==> config.mk <==
export PLATFORM = sky130hd
export DESIGN_NAME = tic_tac_toe_move_sequencer_flat
export DESIGN_NICKNAME = d
export VERILOG_FILES = /design/src/rtl/tic_tac_toe_move_sequencer_pkg.sv /design/src/rtl/tic_tac_toe_move_sequencer_if.sv /design/src/rtl/tic_tac_toe_move_sequencer_turn_timer.sv /design/src/rtl/tic_tac_toe_move_sequencer.sv /design/src/flat_wrapper.sv
export SDC_FILE = /design/constraint.sdc
export NUM_CORES = 1
export LEC_CHECK = 0
export CAP_MARGIN = 10
export CORE_MARGIN = 2
export CORE_UTILIZATION = 46
export DETAILED_ROUTE_END_ITERATION = 10
export PLACE_DENSITY = 0.82
export REMOVE_ABC_BUFFERS = 1
export SYNTH_ARGS = -nofsm -noshare
export SYNTH_HDL_FRONTEND = slang
export SYNTH_HIERARCHICAL = 1
export SYNTH_SLANG_ARGS = --single-unit
==> constraint.sdc <==
create_clock -name clk -period 3.4 [get_ports clk]
set_input_delay 0.68 -clock clk [delete_from_list [all_inputs] [get_ports clk]]
set_output_delay 0.68 -clock clk [all_outputs]
set_load 0.02 [all_outputs]
==> src/rtl/tic_tac_toe_move_sequencer_pkg.sv <==
// Shared types for the tic-tac-toe move sequencer: board game-state codes,
// response error codes, sequencer state encoding and the cell index helper.
package ttt_pkg;

  typedef enum logic [1:0] {
    GS_PLAY = 2'b00,
    GS_XWON = 2'b01,
    GS_OWON = 2'b10,
    GS_DRAW = 2'b11
  } game_state_e;

  typedef enum logic [1:0] {
    ERR_OK    = 2'b00,
    ERR_COORD = 2'b01,
    ERR_OCC   = 2'b10,
    ERR_OVER  = 2'b11
  } resp_err_e;

  typedef enum logic [1:0] {
    ST_IDLE,
    ST_CHECK,
    ST_SETTLE,
    ST_OVER
  } seq_state_e;

  // Maps 1-based row/col (01..11) to the occupancy bit index 0..8.
  function automatic logic [3:0] cell_idx(input logic [1:0] row, input logic [1:0] col);
    logic [3:0] r;
    logic [3:0] c;
    r = {2'b00, row} - 4'd1;
    c = {2'b00, col} - 4'd1;
    return (r * 4'd3) + c;
  endfunction

endpackage

==> src/rtl/tic_tac_toe_move_sequencer_if.sv <==
// Move request / response channel between a player front-end (master)
// and the move sequencer (slave).
interface tic_tac_toe_move_sequencer_if;
  import ttt_pkg::*;

  logic       move_valid;
  logic       move_ready;
  logic [1:0] move_row;
  logic [1:0] move_col;
  logic       resp_valid;
  resp_err_e  resp_err;

  modport master (
    output move_valid, move_row, move_col,
    input  move_ready, resp_valid, resp_err
  );

  modport slave (
    input  move_valid, move_row, move_col,
    output move_ready, resp_valid, resp_err
  );

endinterface

==> src/rtl/tic_tac_toe_move_sequencer_turn_timer.sv <==
// Per-turn idle counter. Counts while enabled, clears on request, and
// flags expiry in the cycle it would count past TURN_TIMEOUT-1.
module ttt_turn_timer #(
  parameter int unsigned TURN_TIMEOUT = 1,
  parameter int unsigned TIMER_W      = 16
) (
  input  logic clk,
  input  logic reset,
  input  logic clr_i,
  input  logic en_i,
  output logic expire_o
);

  localparam logic [TIMER_W-1:0] LAST = TIMER_W'(TURN_TIMEOUT - 1);

  logic [TIMER_W-1:0] cnt_q;
  logic [TIMER_W-1:0] cnt_d;

  // Next count: clear wins over increment; hold otherwise.
  // NOTE: every signal assigned in an always_comb gets a default first, so no latch is inferred.
  always_comb begin
    cnt_d = cnt_q;
    if (clr_i) begin
      cnt_d = '0;
    end else if (en_i) begin
      cnt_d = cnt_q + TIMER_W'(1);
    end
  end

  // Counter register.
  // NOTE: sequential state uses non-blocking assignments so all flops update together.
  always_ff @(posedge clk or posedge reset) begin
    if (reset) begin
      cnt_q <= '0;
    end else begin
      cnt_q <= cnt_d;
    end
  end

  assign expire_o = en_i && (cnt_q == LAST);

endmodule

==> src/rtl/tic_tac_toe_move_sequencer.sv <==
// Front-end for the 3x3 board: validates move requests against board
// occupancy and game state, issues legal moves as a one-cycle set pulse,
// tracks turn/move count and an optional per-turn forfeit timer.
module tic_tac_toe_move_sequencer
  import ttt_pkg::*;
#(
  parameter int unsigned SETTLE_CYCLES = 2,
  parameter int unsigned TURN_TIMEOUT  = 0,
  parameter int unsigned TIMER_W       = 16
) (
  input  logic                               clk,
  input  logic                               reset,
  tic_tac_toe_move_sequencer_if.slave        mv,
  input  logic [8:0]                         board_valid,
  input  logic [1:0]                         game_state,
  output logic                               set_o,
  output logic [1:0]                         row_o,
  output logic [1:0]                         col_o,
  output logic                               cur_player,
  output logic [3:0]                         moves_made,
  output logic                               timeout
);

  localparam logic [3:0] SETTLE_INIT = 4'(SETTLE_CYCLES);

  seq_state_e state_q, state_d;
  logic       ready_q, ready_d;
  logic       set_q, set_d;
  logic [1:0] row_q, row_d, col_q, col_d;
  logic [1:0] req_row_q, req_row_d, req_col_q, req_col_d;
  logic [3:0] settle_q, settle_d;
  logic       resp_valid_q, resp_valid_d;
  resp_err_e  resp_err_q, resp_err_d;
  logic       player_q, player_d;
  logic [3:0] moves_q, moves_d;
  logic       timeout_q, timeout_d;
  logic       over_acc_q, over_acc_d;

  logic hs, in_play, coord_bad, occupied, settle_done, timer_expire;

  assign hs          = mv.move_valid && ready_q;
  assign in_play     = (game_state == GS_PLAY);
  assign coord_bad   = (req_row_q == 2'b00) || (req_col_q == 2'b00);
  assign occupied    = board_valid[cell_idx(req_row_q, req_col_q)];
  assign settle_done = (state_q == ST_SETTLE) && (settle_q == 4'd1);

  // Timer exists only when forfeits are enabled; it idles outside IDLE.
  if (TURN_TIMEOUT > 0) begin : g_timer
    ttt_turn_timer #(
      .TURN_TIMEOUT(TURN_TIMEOUT),
      .TIMER_W     (TIMER_W)
    ) u_timer (
      .clk     (clk),
      .reset   (reset),
      .clr_i   (settle_done),
      .en_i    ((state_q == ST_IDLE) && !hs),
      .expire_o(timer_expire)
    );
  end else begin : g_no_timer
    assign timer_expire = 1'b0;
  end

  // State and registered-output flops; reset aborts any request in flight.
  always_ff @(posedge clk or posedge reset) begin
    if (reset) begin
      state_q      <= ST_IDLE;
      ready_q      <= 1'b1;
      set_q        <= 1'b0;
      row_q        <= 2'b00;
      col_q        <= 2'b00;
      req_row_q    <= 2'b00;
      req_col_q    <= 2'b00;
      settle_q     <= 4'd0;
      resp_valid_q <= 1'b0;
      resp_err_q   <= ERR_OK;
      player_q     <= 1'b0;
      moves_q      <= 4'd0;
      timeout_q    <= 1'b0;
      over_acc_q   <= 1'b0;
    end else begin
      state_q      <= state_d;
      ready_q      <= ready_d;
      set_q        <= set_d;
      row_q        <= row_d;
      col_q        <= col_d;
      req_row_q    <= req_row_d;
      req_col_q    <= req_col_d;
      settle_q     <= settle_d;
      resp_valid_q <= resp_valid_d;
      resp_err_q   <= resp_err_d;
      player_q     <= player_d;
      moves_q      <= moves_d;
      timeout_q    <= timeout_d;
      over_acc_q   <= over_acc_d;
    end
  end

  // Next state: an accepted handshake in IDLE beats game-over and timeout.
  always_comb begin
    state_d = state_q;
    unique case (state_q)
      ST_IDLE: begin
        if (hs)                           state_d = ST_CHECK;
        else if (!in_play || timer_expire) state_d = ST_OVER;
      end
      ST_CHECK: begin
        if (!in_play)                    state_d = ST_OVER;
        else if (coord_bad || occupied)  state_d = ST_IDLE;
        else                             state_d = ST_SETTLE;
      end
      ST_SETTLE: begin
        if (settle_done) state_d = in_play ? ST_IDLE : ST_OVER;
      end
      ST_OVER: state_d = ST_OVER;
      default: state_d = ST_IDLE;
    endcase
  end

  // Next values of all registered outputs and datapath state.
  always_comb begin
    ready_d      = (state_d == ST_IDLE) || (state_d == ST_OVER);
    set_d        = 1'b0;
    row_d        = row_q;
    col_d        = col_q;
    req_row_d    = req_row_q;
    req_col_d    = req_col_q;
    settle_d     = settle_q;
    resp_valid_d = 1'b0;
    resp_err_d   = resp_err_q;
    player_d     = player_q;
    moves_d      = moves_q;
    timeout_d    = timeout_q;
    over_acc_d   = 1'b0;
    unique case (state_q)
      ST_IDLE: begin
        if (hs) begin
          req_row_d = mv.move_row;
          req_col_d = mv.move_col;
        end else if (timer_expire) begin
          timeout_d = 1'b1;
        end
      end
      ST_CHECK: begin
        resp_valid_d = 1'b1;
        if (!in_play) begin
          resp_err_d = ERR_OVER;
        end else if (coord_bad) begin
          resp_err_d = ERR_COORD;
        end else if (occupied) begin
          resp_err_d = ERR_OCC;
        end else begin
          resp_valid_d = 1'b0;
          set_d        = 1'b1;
          row_d        = req_row_q;
          col_d        = req_col_q;
          settle_d     = SETTLE_INIT;
        end
      end
      ST_SETTLE: begin
        if (settle_done) begin
          settle_d     = 4'd0;
          resp_valid_d = 1'b1;
          resp_err_d   = ERR_OK;
          player_d     = ~player_q;
          if (moves_q != 4'd9) moves_d = moves_q + 4'd1;
        end else begin
          settle_d = settle_q - 4'd1;
        end
      end
      ST_OVER: begin
        // Requests after game over are answered one cycle after acceptance.
        over_acc_d = hs;
        if (over_acc_q) begin
          resp_valid_d = 1'b1;
          resp_err_d   = ERR_OVER;
        end
      end
      default: ;
    endcase
  end

  assign mv.move_ready = ready_q;
  assign mv.resp_valid = resp_valid_q;
  assign mv.resp_err   = resp_err_q;
  assign set_o         = set_q;
  assign row_o         = row_q;
  assign col_o         = col_q;
  assign cur_player    = player_q;
  assign moves_made    = moves_q;
  assign timeout       = timeout_q;

endmodule
==> src/flat_wrapper.sv <==
// flat-port wrapper written by rule: the top's interface ports become plain ports
module tic_tac_toe_move_sequencer_flat import ttt_pkg::*;
#(
  parameter int unsigned SETTLE_CYCLES = 2,
  parameter int unsigned TURN_TIMEOUT  = 0,
  parameter int unsigned TIMER_W       = 16
)
  (clk, reset, board_valid, game_state, set_o, row_o, col_o, cur_player, moves_made, timeout, mv_move_valid, mv_move_row, mv_move_col, mv_move_ready, mv_resp_valid, mv_resp_err);
  tic_tac_toe_move_sequencer_if mv_i ();
  input  logic clk;
  input  logic reset;
  input  logic [8:0] board_valid;
  input  logic [1:0] game_state;
  output logic set_o;
  output logic [1:0] row_o;
  output logic [1:0] col_o;
  output logic cur_player;
  output logic [3:0] moves_made;
  output logic timeout;
  input wire logic [$bits(mv_i.move_valid)-1:0] mv_move_valid;
  input wire logic [$bits(mv_i.move_row)-1:0] mv_move_row;
  input wire logic [$bits(mv_i.move_col)-1:0] mv_move_col;
  output wire logic [$bits(mv_i.move_ready)-1:0] mv_move_ready;
  output wire logic [$bits(mv_i.resp_valid)-1:0] mv_resp_valid;
  output wire logic [$bits(mv_i.resp_err)-1:0] mv_resp_err;
  assign mv_i.move_valid = mv_move_valid;
  assign mv_i.move_row = mv_move_row;
  assign mv_i.move_col = mv_move_col;
  assign mv_move_ready = mv_i.move_ready;
  assign mv_resp_valid = mv_i.resp_valid;
  assign mv_resp_err = mv_i.resp_err;
  tic_tac_toe_move_sequencer #(.SETTLE_CYCLES(SETTLE_CYCLES), .TURN_TIMEOUT(TURN_TIMEOUT), .TIMER_W(TIMER_W)) u_core (.clk(clk), .reset(reset), .mv(mv_i), .board_valid(board_valid), .game_state(game_state), .set_o(set_o), .row_o(row_o), .col_o(col_o), .cur_player(cur_player), .moves_made(moves_made), .timeout(timeout));
endmodule
-- Word level (Yosys, flattened, before mapping)
Index checks and enable logic that the tools add are counted.
- multiplexer cells: 31
- reduce and logical (&&, ||, !) cells: 18
- $mul: 1
- $lt $le $gt $ge: 1
- eq/ne operators: 12
- add/sub/neg operators: 5
- bitwise logic cells: 3
- operators by type and width (kind ; count):
    2-to-1 mux 2 bit ; 11
    2-to-1 mux 4 bit ; 4
    AND reduction 4 bit ; 3
    2-to-1 mux 1 bit ; 11
    logical NOT 2 bit ; 5
    inequality test 4 bit, second input constant ; 2
    one-hot mux 2 bit (4 select lines) ; 1
    one-hot mux 4 bit (2 select lines) ; 1
    equality test 2 bit, second input constant ; 3
    inequality test 2 x 1 -> 1 bit, second input constant ; 3
    one-hot mux 2 bit (3 select lines) ; 1
    subtractor 2 x 1 -> 3 bit, second input constant ; 2
    < comparator 4 x 5 -> 1 bit, second input constant ; 1
    adder 4 x 1 -> 4 bit, second input constant ; 1
    adder 4 bit ; 1
    binary-select mux 1 bit (select 4 bit) ; 1
    equality test 4 x 1 -> 1 bit, second input constant ; 1
    multiplier 4 x 2 -> 4 bit, second input constant ; 1
    inequality test 2 bit, second input constant ; 2
    AND reduction 2 bit ; 2
    subtractor 4 x 1 -> 4 bit, second input constant ; 1
    logical OR 1 bit ; 3
    inverter 1 bit ; 3
    one-hot mux 1 bit (3 select lines) ; 1
    other kinds (5) ; 6
- word-level logic and storage cells: 84
- output and inout port bits: 15
- input port bits: 18
- register bits after elaboration: 25

-- Longest topological paths before layout
Gate-level depths: netlist of run 1.
- depth after elaboration: 11
- mapped depth: 12
- mapped depth without buffers: 12

-- Worst setup path before layout of run 1
OpenSTA, ideal clock, no wires.
- path type: register -> register
- from: register u_core.req_row_q[0]
- to: register u_core.col_q[0] (netlist: u_core/col_o[0])
- period minus slack after synthesis: 3.068 ns
- library setup time: 0.125 ns
- data arrival time: 2.943 ns
- path buffers: 0
- stages on the path, launching flop included: 13
- required time: 3.275 ns
- slack: 0.332 ns
- cell sequence: dfrtp_1 -> inv_1 -> ha_1 -> xnor2_1 -> xnor2_1 -> ha_1 -> inv_1 -> fa_1 -> nor2b_1 -> and3b_1 -> nor2b_1 -> nor3_4 -> mux2_2
- longest elaborated chain between the ends: 7
- elaborated cells on any way between the ends: 10
- those cells by class: add/sub (2); mul (1); mux (2); bitwise (2); reduce/logical (3)
- ends and longest elaborated chain (element ; line ; source):
    from (decl) ; tic_tac_toe_move_sequencer.sv:30 ; logic [1:0] req_row_q, req_row_d, req_col_q, req_col_d;
    from (signal assigned) ; tic_tac_toe_move_sequencer.sv:86 ; req_row_q <= req_row_d;
    subtractor 2 x 1 -> 3 bit ; tic_tac_toe_move_sequencer_pkg.sv:30 ; r = {2'b00, row} - 4'd1;
    multiplier 4 x 2 -> 4 bit ; tic_tac_toe_move_sequencer_pkg.sv:32 ; return (r * 4'd3) + c;
    adder 4 bit ; tic_tac_toe_move_sequencer_pkg.sv:32 ;
    binary-select mux 1 bit (select 4 bit) ; tic_tac_toe_move_sequencer.sv:44 ; assign occupied = board_valid[cell_idx(req_row_q, req_col_q)];
    2-to-1 mux 1 bit (implied by the code) ; tic_tac_toe_move_sequencer.sv:44 ;
    inverter 1 bit (no line) ; n/a ;
    AND reduction 4 bit (no line) (*) ; n/a ;
    to (signal assigned) ; tic_tac_toe_move_sequencer.sv:85 ; col_q <= col_d;
    to (decl) ; tic_tac_toe_move_sequencer.sv:29 ; logic [1:0] row_q, row_d, col_q, col_d;
Mark *: on every way between the ends. The rest lies on a longest branch, timed or not. The select of a mux whose other input is x is not followed.
A chain may end at the register's enable or synchronous reset.

-- Final worst setup path of run 1
- from: register u_core.req_row_q[0]
- to: register u_core.row_q[1] (netlist: u_core/row_o[1])
- longest elaborated chain between the ends: 7
- elaborated cells on any way between the ends: 10
- those cells by class: add/sub (2); mul (1); mux (2); bitwise (2); reduce/logical (3)
- ends and longest elaborated chain (element ; line ; source):
    subtractor 2 x 1 -> 3 bit ; tic_tac_toe_move_sequencer_pkg.sv:30 ;
    multiplier 4 x 2 -> 4 bit ; tic_tac_toe_move_sequencer_pkg.sv:32 ;
    adder 4 bit ; tic_tac_toe_move_sequencer_pkg.sv:32 ;
    binary-select mux 1 bit (select 4 bit) ; tic_tac_toe_move_sequencer.sv:44 ;
    2-to-1 mux 1 bit (implied by the code) ; tic_tac_toe_move_sequencer.sv:44 ;
    inverter 1 bit (no line) ; n/a ;
    AND reduction 4 bit (no line) (*) ; n/a ;
    to (signal assigned) ; tic_tac_toe_move_sequencer.sv:84 ; row_q <= row_d;
    to (decl) ; tic_tac_toe_move_sequencer.sv:29 ;
Marks and branches as above.

==> impl_metrics.csv, run 1 <==
group,metric,value,unit
place,dpl.hpwl,2380,microns
logic_synthesis,ys_async_sr_fraction,100,%
worst_setup_path,worst_setup_path_start_kind,"flip-flop",
detailed_routing,route.vias.total,1186,
finish,drive_gt1_share,12.2,%
cts,htreeDepth,1,
cts,cts_root_buf,"clkbuf_4",
sta,period_minus_slack,3.26,ns
worst_setup_path,crit_type,"flip-flop to flip-flop",
floorplan,die_y,60.7,microns
hold_path,min_path_type,"flip-flop to flip-flop",
detailed_routing,dr.pass1.iters,4,
worst_setup_path,end_kind,"flip-flop",
logic_synthesis,synthDistinctLibCells,47,
status,outcome,"completed",
worst_setup_path,r2r-start,"u_core/req_row_q[0]$_DFFE_PP0P_",
finish,diodes,0,
power,power.density,636,nW/um^2
place,routabilityCongestion,0.736,
global_route,grt_pass1_wl,5110,microns
detailed_routing,drt_iter0_drc,30,
logic_synthesis,syn_inst,145,
detailed_routing,wire_per_inst,14.1,microns
floorplan,initial_core_util,48.4,%
worst_setup_path,critPathArrivalTime,3.49,ns
sta,finalCritPeriodShare,96.0,%
hold_path,min_from,"u_core/cur_player$_DFFE_PP0P_",
cts,cts_buffers,3,
global_route,grt_overflow_total,0,
floorplan,die_w,60.7,microns
cts,clock_sinks,25,
run,max_cap_violations,0,
detailed_routing,drt_wl_total,3170,microns
power,total_power,0.00120,W
worst_setup_path,path_delay_family,"adder cells",
logic_synthesis,ys.flop_type,"dfrtp_1",
finish,fillerInstances,269,
sta,clock_skew,0.00716,ns
power,leakagePower,0.879,nW
sta,clock.fmax,306,MHz
sta,rsz0062_at_grt,"true",
worst_setup_path,crit_required,3.62,ns
place,io_buffers,31,
global_route,grt_use_total,18.7,%
cts,cts_buffer_depth,2,
global_route,grt_max_degree,26,
floorplan,rows,20,
finish,fin_util,61.9,%
global_route,grt_antenna_before_repair,0,
global_route,grt_pass1_vias,1232,
power,vdd.ir_drop.worst,338,uV
cts,cts_tree,"built",
logic_synthesis,synth_edf_count,0,
detailed_routing,drcViolationCount,0,
worst_setup_path,max_stage_delay,0.49,ns
logic_synthesis,syn_area_per_cell,10.2,sq um
logic_synthesis,ys_seq_area_share,42.5,%
sta,finalHoldViolCount,0,
logic_synthesis,synth_area,1480,sq um
cts,clock_latency,0.32,ns
finish,fin_nets,212,
cts,clk_pin_slew,0.14,ns
floorplan,pin_count,33,
worst_setup_path,cp_slowest_cell,"fa_1",
worst_setup_path,worstPathCellList,"inv_2 > ha_1 > xnor2_1 > xnor2_1 > ha_1 > inv_1 > fa_1 > nor2b_2 > and3b_1 > nor2b_2 > nor3_4 > mux2_2",
detailed_routing,drt-vias-per-instance,5.29,
sta,slew_headroom,40.1,%
sta,worst_pin_slew,0.898,ns
floorplan,fp.dieArea,3680,sq um
worst_setup_path,cp_max_fo,8,
sta,slew_violations,0,
worst_setup_path,startpoint,"u_core/req_row_q[0]$_DFFE_PP0P_",
sta,setup_viol,0,
finish,areaGrowthSynthToFinish,28.1,%
cts,hold_buffers,0,
floorplan,core,3050,sq um
detailed_routing,antenna_left,0,
worst_setup_path,crit_buf_inv,2,
logic_synthesis,synth_seq_cells,25,
logic_synthesis,synth_warnings,6,
==> where the power goes <==
| group | internal (W) | switching [W] | total (W) |
|---|---|---|---|
| sequential | 0.000385 | 0.0000748 | 0.000460 |
| combinational | 0.000290 | 0.000312 | 0.000603 |
| clock | 0.0000479 | 0.0000917 | 0.000140 |
| total | 0.000723 | 0.000479 | 0.00120 |
==> flip-flops by register name, indices dropped and copies added (netlist names) <==
signal,cells
u_core/state_q,2
u_core/mv.resp_err,2
u_core/req_row_q,2
u_core/moves_made,4
u_core/req_col_q,2
u_core/cur_player,1
u_core/mv.resp_valid,1
u_core/settle_q,4
u_core/col_o,2
u_core/over_acc_q,1
u_core/row_o,2
u_core/set_o,1
u_core/mv.move_ready,1
==> kinds of logic after synthesis <==
| logic type | count (synthesis) | synth area share, % |
|---|---|---|
| AND/OR/NAND/NOR | 44 | 16.3 |
| other | 1 | 0.254 |
| flip-flops | 25 | 42.5 |
| adder cells (fa/ha/maj) | 13 | 11.5 |
| buffers and inverters | 16 | 4.92 |
| multiplexers | 8 | 5.76 |
| AO/OA/AOI/OAI | 31 | 14.7 |
| XOR/XNOR | 7 | 4.15 |
==> cells in the mapped netlist, drive strengths merged, types with 2 or more instances <==
cell type  count  area, sq um
a21oi          5         25.0
buf            3         23.8
dfrtp         24          601
ha            12          150
inv           13         48.8
mux2           4         45.0
mux2i          4         40.0
nand2         16         60.1
nor2           9         33.8
nor2b          4         25.0
nor3           5         41.3
nor3b          2         20.0
o21ai          9         45.0
o22ai          2         12.5
or3            3         23.8
xnor2          5         43.8
xor2           2         17.5
==> per-layer routing <==
layer	part of all wire [%]	vias up	routed length, microns	track usage, %
li1	-	576	-	-
met1	42	566	1340	21.4
met2	52	40	1640	34.9
met3	4.7	4	149	4.48
met4	1.3	0	40	4.66
met5	0	-	0	0
==> worst paths after layout <==
path / end / slack (ns) / cells past startpoint
max reg2reg: u_core/row_o[1]$_DFFE_PP0P_ / 0.14 / 12
max in group asynchronous: u_core/mv.resp_valid$_DFF_PP0_ / 2.01 / 2
max: u_core/row_o[1]$_DFFE_PP0P_ / 0.14 / 12
min in group asynchronous: u_core/cur_player$_DFFE_PP0P_ / 0.84 / 2
min reg2reg: u_core/cur_player$_DFFE_PP0P_ / 0.48 / 1
min: u_core/cur_player$_DFFE_PP0P_ / 0.48 / 1
==> what timing repair did <==
action | CTS | global route
resized for setup | 0 | 5
setup endpoints to repair | 0 | 7
setup buffers | 0 | 3
==> area by class of cell <==
| cell class | count | area (sq um) | share of cell area, % |
|---|---|---|---|
| Multi-Input combinational cell | 104 | 796 | 42.1 |
| Sequential cell | 25 | 627 | 33.2 |
| Timing Repair Buffer | 34 | 333 | 17.6 |
| Tap cell | 44 | 55.1 | 2.91 |
| Inverter | 13 | 48.8 | 2.58 |
| Clock buffer | 3 | 22.5 | 1.19 |
| Clock inverter | 1 | 8.76 | 0.463 |
==> per-stage QoR <==
stage | area, sq um | TNS (ns) | hold WS [ns] | cells | worst slack (ns)
after CTS | 1850 | 0 | 0.484 | 221 | 0.00778
after detailed placement | 1820 | 0 | 0.460 | 217 | 0.0359
after global placement | 1820 | 0 | 0.460 | 217 | 0.176
after global routing | 1890 | -0.264 | 0.511 | 224 | -0.0753
final | 1890 | 0 | 0.480 | 224 | 0.137
after floorplan | 1450 | 0 | 0.479 | 142 | 0.332
==> worst register-to-register path, cell delays in order (launching register included) <==
cell	delay [ns]
dfrtp_1	0.42
inv_2	0.09
ha_1	0.32
xnor2_1	0.19
xnor2_1	0.14
ha_1	0.17
inv_1	0.05
fa_1	0.49
nor2b_2	0.18
and3b_1	0.21
nor2b_2	0.18
nor3_4	0.33
mux2_2	0.40
==> cell usage in the layout (no fill, tap or decap), drive strengths merged, types with 4 or more instances in the layout <==
master	count
mux2i	4
a21oi	5
mux2	4
dfrtp	24
ha	12
inv	14
o21ai	9
clkdlybuf4s50	31
nor2b	4
nor3	5
nor2	9
nand2	16
xnor2	5
No activity file was read; power rests on OpenSTA's default activity.
==> inputs of run 2 (changes only) <==
==> constraint.sdc (replaced) <==
create_clock -name clk -period 3.9 [get_ports clk]
set_input_delay 0.78 -clock clk [delete_from_list [all_inputs] [get_ports clk]]
set_output_delay 0.78 -clock clk [all_outputs]
set_load 0.02 [all_outputs]
==> impl_metrics.csv, run 2 (same netlist as run 1, synthesis figures left out) <==
group,metric,value,unit
worst_setup_path,r2r_cells,12,
global_route,grt_use_total,18.2,%
floorplan,pin_count,33,
hold_path,min_from,"u_core/cur_player$_DFFE_PP0P_",
global_route,grt_pass1_vias,1188,
global_route,grt_overflow_total,0,
hold_path,min_path_cells,1,
worst_setup_path,reg2reg_slack,0.51,ns
place,io_buffers,31,
finish,final_common_cell,"clkdlybuf4s50_1",
sta,finalHoldViolCount,0,
power,intPower,0.000607,W
run,max_cap_violations,0,
power,total_power,0.00101,W
power,p_switching,0.000401,W
sta,slew_headroom,38.5,%
cts,cts_tree,"built",
cts,clk_pin_slew,0.14,ns
power,leakagePower,0.852,nW
sta,setup_viol,0,
sta,worst_pin_slew,0.922,ns
detailed_routing,dr.pass1.iters,5,
sta,tns,0,ns
sta,fin_hold_ws,0.475,ns
sta,slew_violations,0,
place,dpl.hpwl,2370,microns
sta,clock_skew,0.00399,ns
floorplan,fp.dieArea,3680,sq um
sta,rsz0062_at_grt,"false",
global_route,gr-usage-met3,5.54,%
global_route,grt_busiest_layer,"met2",
global_route,grt_pass1_wl,5010,microns
status,outcome,"completed",
finish,diodes,0,
finish,layout_common_cells,"clkdlybuf4s50_1, dfrtp_1, nand2_1",
floorplan,core,3050,sq um
cts,cts_root_buf,"clkbuf_4",
worst_setup_path,startpoint,"u_core/req_row_q[0]$_DFFE_PP0P_",
detailed_routing,wire_per_inst,13.5,microns
global_route,grt_antenna_before_repair,0,
finish,fin_nets,209,
worst_setup_path,end_kind,"flip-flop",
power,pwr-share-clk,11.6,%
worst_setup_path,r2r-start,"u_core/req_row_q[0]$_DFFE_PP0P_",
worst_setup_path,cp_max_fo,10,
finish,drive_gt1_share,8.47,%
sta,finalCritPeriodShare,86.9,%
detailed_routing,route.vias.total,1149,
cts,ctsResizeCount,0,
power,swShare,39.8,%
global_route,grt.met2_usage,33.5,%
global_route,grt_max_degree,26,
detailed_routing,drt-vias-per-instance,5.20,
hold_path,min_path_type,"flip-flop to flip-flop",
cts,hold_buffers,0,
cts,htreeDepth,1,
floorplan,die_y,60.7,microns
detailed_routing,drcViolationCount,0,
cts,cts_setup_buffers,0,
power,power_frac_seq,39.7,%
cts,clock_latency,0.32,ns
floorplan,initial_core_util,48.4,%
cts,cts_buffers,3,
floorplan,die_w,60.7,microns
worst_setup_path,crit_type,"flip-flop to flip-flop",
worst_setup_path,critPathArrivalTime,3.61,ns
power,p_comb_share,48.8,%
global_route,met1_usage,20.8,%
worst_setup_path,worst_setup_path_start_kind,"flip-flop",
cts,clock_sinks,25,
floorplan,rows,20,
detailed_routing,antenna_left,0,
cts,cts_buffer_depth,2,
power,power.density,546,nW/um^2
power,vdd.ir_drop.worst,301,uV
place,routabilityCongestion,0.735,
sta,clock.fmax,295,MHz
detailed_routing,drt_wl_total,2980,microns
detailed_routing,drt_iter0_drc,43,
finish,areaGrowthSynthToFinish,25.2,%
sta,period_minus_slack,3.39,ns
worst_setup_path,crit_required,4.12,ns
-- run 2: cell count changes in the layout (fill, tap and decap cells not counted), sizes merged --
cell      previous run  this run
buf                  3         0
inv                 14        13
clkinvlp             0         1
-- run 2: layout make-up --
class | count | area [sq um]
inverters | 13 | 48.8
clock inverters | 1 | 7.51
multi-input cells | 104 | 777
well taps | 44 | 55.1
clock buffers | 3 | 22.5
flip-flops and latches | 25 | 627
repair buffers | 31 | 310
fillers | 278 | 1200
-- run 2: power by group through the flow --
stage | logic [W] | clock network [W] | registers, W
3_3_place_gp | 0.000470 | 0 | 0.000400
5_1_grt | 0.000551 | 0.000133 | 0.000411
6_report | 0.000492 | 0.000117 | 0.000400
2_1_floorplan | 0.000284 | 0 | 0.000443
4_1_cts | 0.000495 | 0.000121 | 0.000401
3_5_place_dp | 0.000491 | 0 | 0.000407
-- run 2: routing by layer --
metal / routed length (microns) / vias to the layer above
met3: 139 / 4
met4: 23 / 0
met5: 0 / -
li1: - / 563
met1: 1270 / 555
met2: 1540 / 27
-- run 2: critical path, stage by stage (launching register included) --
cell and delay [ns]:
dfrtp_1 0.42, inv_1 0.18, ha_1 0.28, xnor2_1 0.19
xnor2_1 0.14, ha_1 0.17, inv_1 0.05, fa_1 0.48
nor2b_1 0.17, and3b_1 0.20, nor2b_1 0.18, nor3_4 0.42
mux2_2 0.40
-- run 2: stage by stage --
step                      utilization, %  cells  setup slack (ns)  instance area, sq um
after floorplan                        -    142             0.832                  1450
after global placement              59.5    217             0.675                  1820
after detailed placement            59.5    217             0.514                  1820
after CTS                           60.5    221             0.487                  1850
after global routing                60.5    221             0.288                  1850
final                               60.5    221             0.513                  1850
-- run 2: path summary, 6_finish.rpt --
kind,to
setup / recovery,u_core/row_o[1]$_DFFE_PP0P_
hold / removal,u_core/cur_player$_DFFE_PP0P_
setup reg to reg,u_core/row_o[1]$_DFFE_PP0P_
hold reg to reg,u_core/cur_player$_DFFE_PP0P_
max in group asynchronous,u_core/state_q[1]$_DFF_PP0_
min in group asynchronous,u_core/settle_q[1]$_DFFE_PP0P_
==> inputs of run 3 (changes only) <==
--- a/config.mk
+++ b/config.mk
@@ -8,10 +8,10 @@
 export CAP_MARGIN = 10
 export CORE_MARGIN = 2
 export CORE_UTILIZATION = 46
+export CTS_BUF_LIST = sky130_fd_sc_hd__clkbuf_8 sky130_fd_sc_hd__clkbuf_16
 export DETAILED_ROUTE_END_ITERATION = 10
 export PLACE_DENSITY = 0.82
 export REMOVE_ABC_BUFFERS = 1
 export SYNTH_ARGS = -nofsm -noshare
 export SYNTH_HDL_FRONTEND = slang
-export SYNTH_HIERARCHICAL = 1
 export SYNTH_SLANG_ARGS = --single-unit
==> impl_metrics.csv, run 3 <==
group,metric,value,unit
status,outcome,"completed",
global_route,gr-usage-met3,2.31,%
worst_setup_path,end_kind,"flip-flop",
floorplan,fp.dieArea,3760,sq um
worst_setup_path,critPathArrivalTime,3.37,ns
logic_synthesis,synth_area_leaders,"dfrtp_1, ha_1, mux2_4",
sta,slew_headroom,38.5,%
global_route,grt_antenna_before_repair,0,
finish,fin_nets,209,
sta,rsz0062_at_grt,"false",
cts,cts_buffer_depth,2,
global_route,grt_busiest_layer,"met2",
logic_synthesis,synth_top_area_share,39.7,%
global_route,grt.met2_usage,31.5,%
cts,hold_buffers,0,
sta,finalHoldViolCount,0,
floorplan,pin_count,33,
sta,clock_skew,0.00195,ns
sta,setup_viol,0,
hold_path,min_path_type,"flip-flop to flip-flop",
sta,slew_violations,0,
logic_synthesis,ys.flop_type,"dfrtp_1",
cts,cts_tree,"built",
worst_setup_path,cp_max_fo,7,
detailed_routing,wire_per_inst,12.9,microns
power,leakagePower,0.876,nW
logic_synthesis,synth_area,1510,sq um
sta,period_minus_slack,3.22,ns
global_route,grt_use_total,16.9,%
global_route,met1_usage,19.1,%
global_route,grt_pass1_vias,1081,
power,vdd.ir_drop.worst,267,uV
finish,fillerInstances,275,
finish,drive_gt1_share,10.2,%
logic_synthesis,synth_warnings,0,
floorplan,die_y,61.3,microns
logic_synthesis,ys_seq_area_share,41.5,%
global_route,grt_overflow_total,0,
cts,cts_buffers,3,
finish,final_common_cell,"clkdlybuf4s50_1",
run,max_cap_violations,0,
logic_synthesis,syn_area_per_cell,10.4,sq um
logic_synthesis,yosysTopAreaCell,"dfrtp_1",
finish,layoutNonFillerInstCount,221,
logic_synthesis,synth.top_cells.by_count,"dfrtp_1, inv_1, nand2_1",
logic_synthesis,synthDistinctLibCells,45,
detailed_routing,drt_iter0_drc,16,
floorplan,core,3080,sq um
global_route,grt_max_degree,26,
detailed_routing,drt_wl_total,2850,microns
cts,ctsResizeCount,0,
detailed_routing,drcViolationCount,0,
detailed_routing,route.vias.total,1123,
place,dpl.cell_count,217,
logic_synthesis,syn_inst,145,
detailed_routing,antenna_left,0,
finish,areaGrowthSynthToFinish,25.7,%
place,routabilityCongestion,0.805,
place,dpl.hpwl,2290,microns
cts,cts_root_buf,"clkbuf_8",
sta,clock.fmax,310,MHz
floorplan,die_w,61.3,microns
place,io_buffers,31,
cts,clock_latency,0.26,ns
cts,clock_sinks,25,
sta,finalCritPeriodShare,82.6,%
worst_setup_path,worst_setup_path_start_kind,"flip-flop",
cts,clk_pin_slew,0.08,ns
sta,worst_pin_slew,0.921,ns
logic_synthesis,ys_async_sr_fraction,100,%
detailed_routing,drt-vias-per-instance,5.08,
cts,htreeDepth,1,
power,power.density,600,nW/um^2
sta,tns,0,ns
global_route,grt_pass1_wl,4570,microns
worst_setup_path,crit_type,"flip-flop to flip-flop",
finish,seq_area,627,sq um
logic_synthesis,synth_seq_cells,25,
detailed_routing,dr.pass1.iters,4,
floorplan,rows,20,
finish,layout_common_cells,"clkdlybuf4s50_1, dfrtp_1, inv_1",
logic_synthesis,yosysMostFrequentCell,"dfrtp_1",
cts,cts_setup_buffers,0,
finish,diodes,0,
logic_synthesis,synth_edf_count,0,
finish,multi_input_area,806,sq um
floorplan,initial_core_util,49.1,%
worst_setup_path,crit_required,4.05,ns
run 3: cell count changes in the layout (fill, tap and decap cells not counted), sizes merged, moves of 3 or more:
| cell | before | now |
|---|---|---|
| a21oi | 5 | 2 |
| inv | 13 | 16 |
| nand2b | 1 | 4 |
| nand3 | 0 | 3 |
| or3 | 3 | 0 |
run 3: worst paths after layout:
check                                                startpoint  depth (start not counted)  slack [ns]                             to
worst max-delay path            u_core.req_row_q[0]$_DFFE_PP0P_                         12        0.68    u_core.col_o[1]$_DFFE_PP0P_
worst min-delay path              u_core.cur_player$_DFFE_PP0P_                          1        0.47  u_core.cur_player$_DFFE_PP0P_
worst max register to register  u_core.req_row_q[0]$_DFFE_PP0P_                         12        0.68    u_core.col_o[1]$_DFFE_PP0P_
worst min register to register    u_core.cur_player$_DFFE_PP0P_                          1        0.47  u_core.cur_player$_DFFE_PP0P_
max in group asynchronous                                 reset                          2        2.32    u_core.over_acc_q$_DFF_PP0_
min in group asynchronous                                 reset                          2        1.02    u_core.row_o[1]$_DFFE_PP0P_
run 3: metal layers:
metal | part of all wire [%] | vias to the layer above | wire length [microns]
li1 | - | 558 | -
met1 | 41 | 537 | 1170
met2 | 54 | 24 | 1540
met3 | 3.3 | 4 | 94
met4 | 1.5 | 0 | 42
met5 | 0 | - | 0
run 3: worst max-delay path, stage by stage (launching register included):
cell	delay, ns
dfrtp_1	0.40
inv_1	0.17
ha_1	0.27
xnor2_1	0.20
xnor2_1	0.15
ha_1	0.17
inv_1	0.05
fa_1	0.54
nor2b_1	0.21
a2bb2oi_2	0.11
a211oi_4	0.39
nor2_4	0.13
mux2_4	0.32
run 3: metrics by stage:
stage / util (%) / power, W / area, sq um / worst slack (ns) / hold WS (ns)
final: 61.7 / 0.00114 / 1900 / 0.678 / 0.466
after CTS: 61.7 / 0.00115 / 1900 / 0.636 / 0.472
after floorplan: - / 0.000814 / 1490 / 0.935 / 0.482
after detailed placement: 60.2 / 0.000998 / 1850 / 0.638 / 0.457
after global placement: 60.2 / 0.000978 / 1850 / 0.832 / 0.455
after global routing: 61.7 / 0.00123 / 1900 / 0.489 / 0.483
run 3: logic make-up (layout without fill, tap and decap cells):
kind of cell	count (synthesis)	count (layout)	share of synthesized area [%]
AO/OA/AOI/OAI	28	28	13.6
XOR/XNOR	8	8	4.64
adder cells (fa/ha/maj)	13	13	11.3
buffers and inverters	18	50	5.21
flip-flops	25	25	41.5
multiplexers	10	10	8.36
other	1	1	0.248
AND/OR/NAND/NOR	42	42	15.2
run 3: cell type report:
cell class              instances  area share [%]
clock buffers                   3            2.17
clock inverters                 1           0.198
inverters                      15            2.96
multi-input cells             102            42.4
flip-flops and latches         25            33.0
well taps                      44            2.90
repair buffers                 31            16.3
run 3: power breakdown:
part	switching, W	internal [W]	total [W]
Combinational	0.000296	0.000284	0.000580
Sequential	0.0000714	0.000343	0.000414
Clock	0.0000752	0.0000702	0.000145
==> patch, RTL diff (config.mk and constraints of run 2) <==
Reset style: synchronous (`reset`), changed in 2 clocked blocks.
--- a/src/rtl/tic_tac_toe_move_sequencer_turn_timer.sv
+++ b/src/rtl/tic_tac_toe_move_sequencer_turn_timer.sv
@@ -29,7 +29,7 @@
 
   // Counter register.
   // NOTE: sequential state uses non-blocking assignments so all flops update together.
-  always_ff @(posedge clk or posedge reset) begin
+  always_ff @(posedge clk) begin
     if (reset) begin
       cnt_q <= '0;
     end else begin
--- a/src/rtl/tic_tac_toe_move_sequencer.sv
+++ b/src/rtl/tic_tac_toe_move_sequencer.sv
@@ -61,7 +61,7 @@
   end
 
   // State and registered-output flops; reset aborts any request in flight.
-  always_ff @(posedge clk or posedge reset) begin
+  always_ff @(posedge clk) begin
     if (reset) begin
       state_q      <= ST_IDLE;
       ready_q      <= 1'b1;
Formal check against the unedited RTL: differs if reset is asserted again (counterexample within 4 cycles, from zero or initial values and one cycle with reset high); with reset held inactive, the same outputs for 10 cycles.
==> patch against run 2 <==
Setup slack lost 0.065 ns; total power down 33%; synthesized area is 3.1% higher; sequential cell count unchanged; final area rose by 2.0%; critical path depth unchanged; routed wire length up 6.4%; critical endpoint is now u_core/settle_q[3]; largest cell class unchanged.
==> patch: results (changes against run 2) <==
metric,value,unit,change
status,"finished, final reports clean",,unchanged
Synth area leaders,"dfxtp_1 (33%), ha_1 (9.9%), nor2_1 (4.7%)",,"was dfrtp_1 (41%), ha_1 (10%), nand2_1 (4.1%)"
"CP delay by family, top",adder cells,,was simple AND/OR/NAND/NOR gates
DRT iter0 DRCs,39,,was 43
reg2reg setup slack,0.45,ns,was 0.51 ns
Nets,227,,was 209
hold path cells,2,,was 1
H-tree depth,1,,unchanged
largest net degree at the start of global routing,33,,was 26
origin of the worst min-delay path,u_core/mv.move_ready,,was u_core/cur_player
Crit path largest cell delay,0.55,ns,was 0.48 ns
Cells after Synth,167,,was 145
global-route wire length before repair,5299,um,was 5009 um
placement-stage cell area,1858,sq um,was 1818 sq um
ys async rst share,0,%,was 100.0%
1st-pass router iterations,4,,was 5
drt via density,5.452,,was 5.199
GPL Wtd Cong,0.8210,,was 0.7354
Leak,0.7290,nW,was 0.8518 nW
"Seq/Total Area, Yosys",32.89,%,was 42.46%
Int Pwr,0.0004306,W,was 0.0006074 W
Hold Path Sink,u_core/over_acc_q,,was u_core/cur_player
final wirelength,3168,um,was 2978 um
Peak VDD IR,270.9,uV,was 301.0 uV
Tmin final,3.452,ns,was 3.387 ns
layout cells sized above 1,9.744,%,was 8.475%
GRT Util Overall,18.97,%,was 18.19%
terminus of the critical flop-to-flop path,u_core/settle_q[3],,was u_core/row_o[1]
hold_ws,0.5064,ns,was 0.4747 ns
Final Non-Filler Cells,239,,was 221
Setup WS pre-CTS,0.4575,ns,was 0.5140 ns
crit path from,u_core/req_row_q[0],,unchanged
Synth top cells by count,"dfxtp_1 (25), nor2_1 (19), ha_1 (12)",,"was dfrtp_1 (24), nand2_1 (16), inv_1 (13)"
Clock Skew,0.002478,ns,was 0.003993 ns
Clock Latency Late Sink,0.32,ns,about the same
HPWL after DPL,2541,um,was 2373 um
post-synthesis cell type count,50,,was 47
relative slew slack,24.68,%,was 38.46%
worst-path maximum fanout,6,,was 10
number of global-route vias before repair,1227,,was 1188
-- patch: cell count changes in the layout (fill, tap and decap cells not counted), sizes merged, moves of 7 or more --
cell,before,now
dfxtp,0,25
dfrtp,24,0
o41ai,0,7
nand2,16,8
nor2,9,19
-- patch: worst max path at each step --
stage / to / depth (start not counted)
global route: u_core/settle_q[3] / 12
detailed placement: u_core/settle_q[3] / 12
floorplan: u_core/settle_q[3] / 12
finish: u_core/settle_q[3] / 12
global placement: u_core/settle_q[3] / 12
CTS: u_core/settle_q[3] / 12
-- patch: cell type report --
type,instances,area [sq um]
fill,288,1219
clock buffer,4,26.28
tap,44,55.05
sequential,25,500.5
multi-input combinational,122,935.9
inverter,11,41.29
timing repair buffer,33,325.3
-- patch: cells by family (layout without fill, tap and decap cells) --
kind of cell             count (synthesis)  in the layout  synth area share, %
XOR/XNOR                                 9              9                5.181
AND/OR/NAND/NOR                         54             54                19.66
adder cells (fa/ha/maj)                 13             13                11.18
other                                    1              1               0.2465
buffers and inverters                   20             48                5.591
multiplexers                             8              8                5.346
flip-flops                              25             25                32.89
AO/OA/AOI/OAI                           37             37                19.90
-- patch: per-layer routing --
metal,part of all wire [%],up-vias,global-route usage [%]
met3,6.8,8,4.412
met2,53,50,36.99
met5,0,-,0
met1,39,603,20.00
li1,-,642,-
met4,1.2,0,5.167
-- patch: power groups by stage --
stage | sequential [W] | combinational (W) | clock [W]
4_1_cts | 0.000289 | 0.000267 | 0.000121
2_1_floorplan | 0.000300 | 0.000173 | 0
5_1_grt | 0.000292 | 0.000295 | 0.000128
3_3_place_gp | 0.000293 | 0.000249 | 0
6_report | 0.000289 | 0.000268 | 0.000114
3_5_place_dp | 0.000295 | 0.000267 | 0
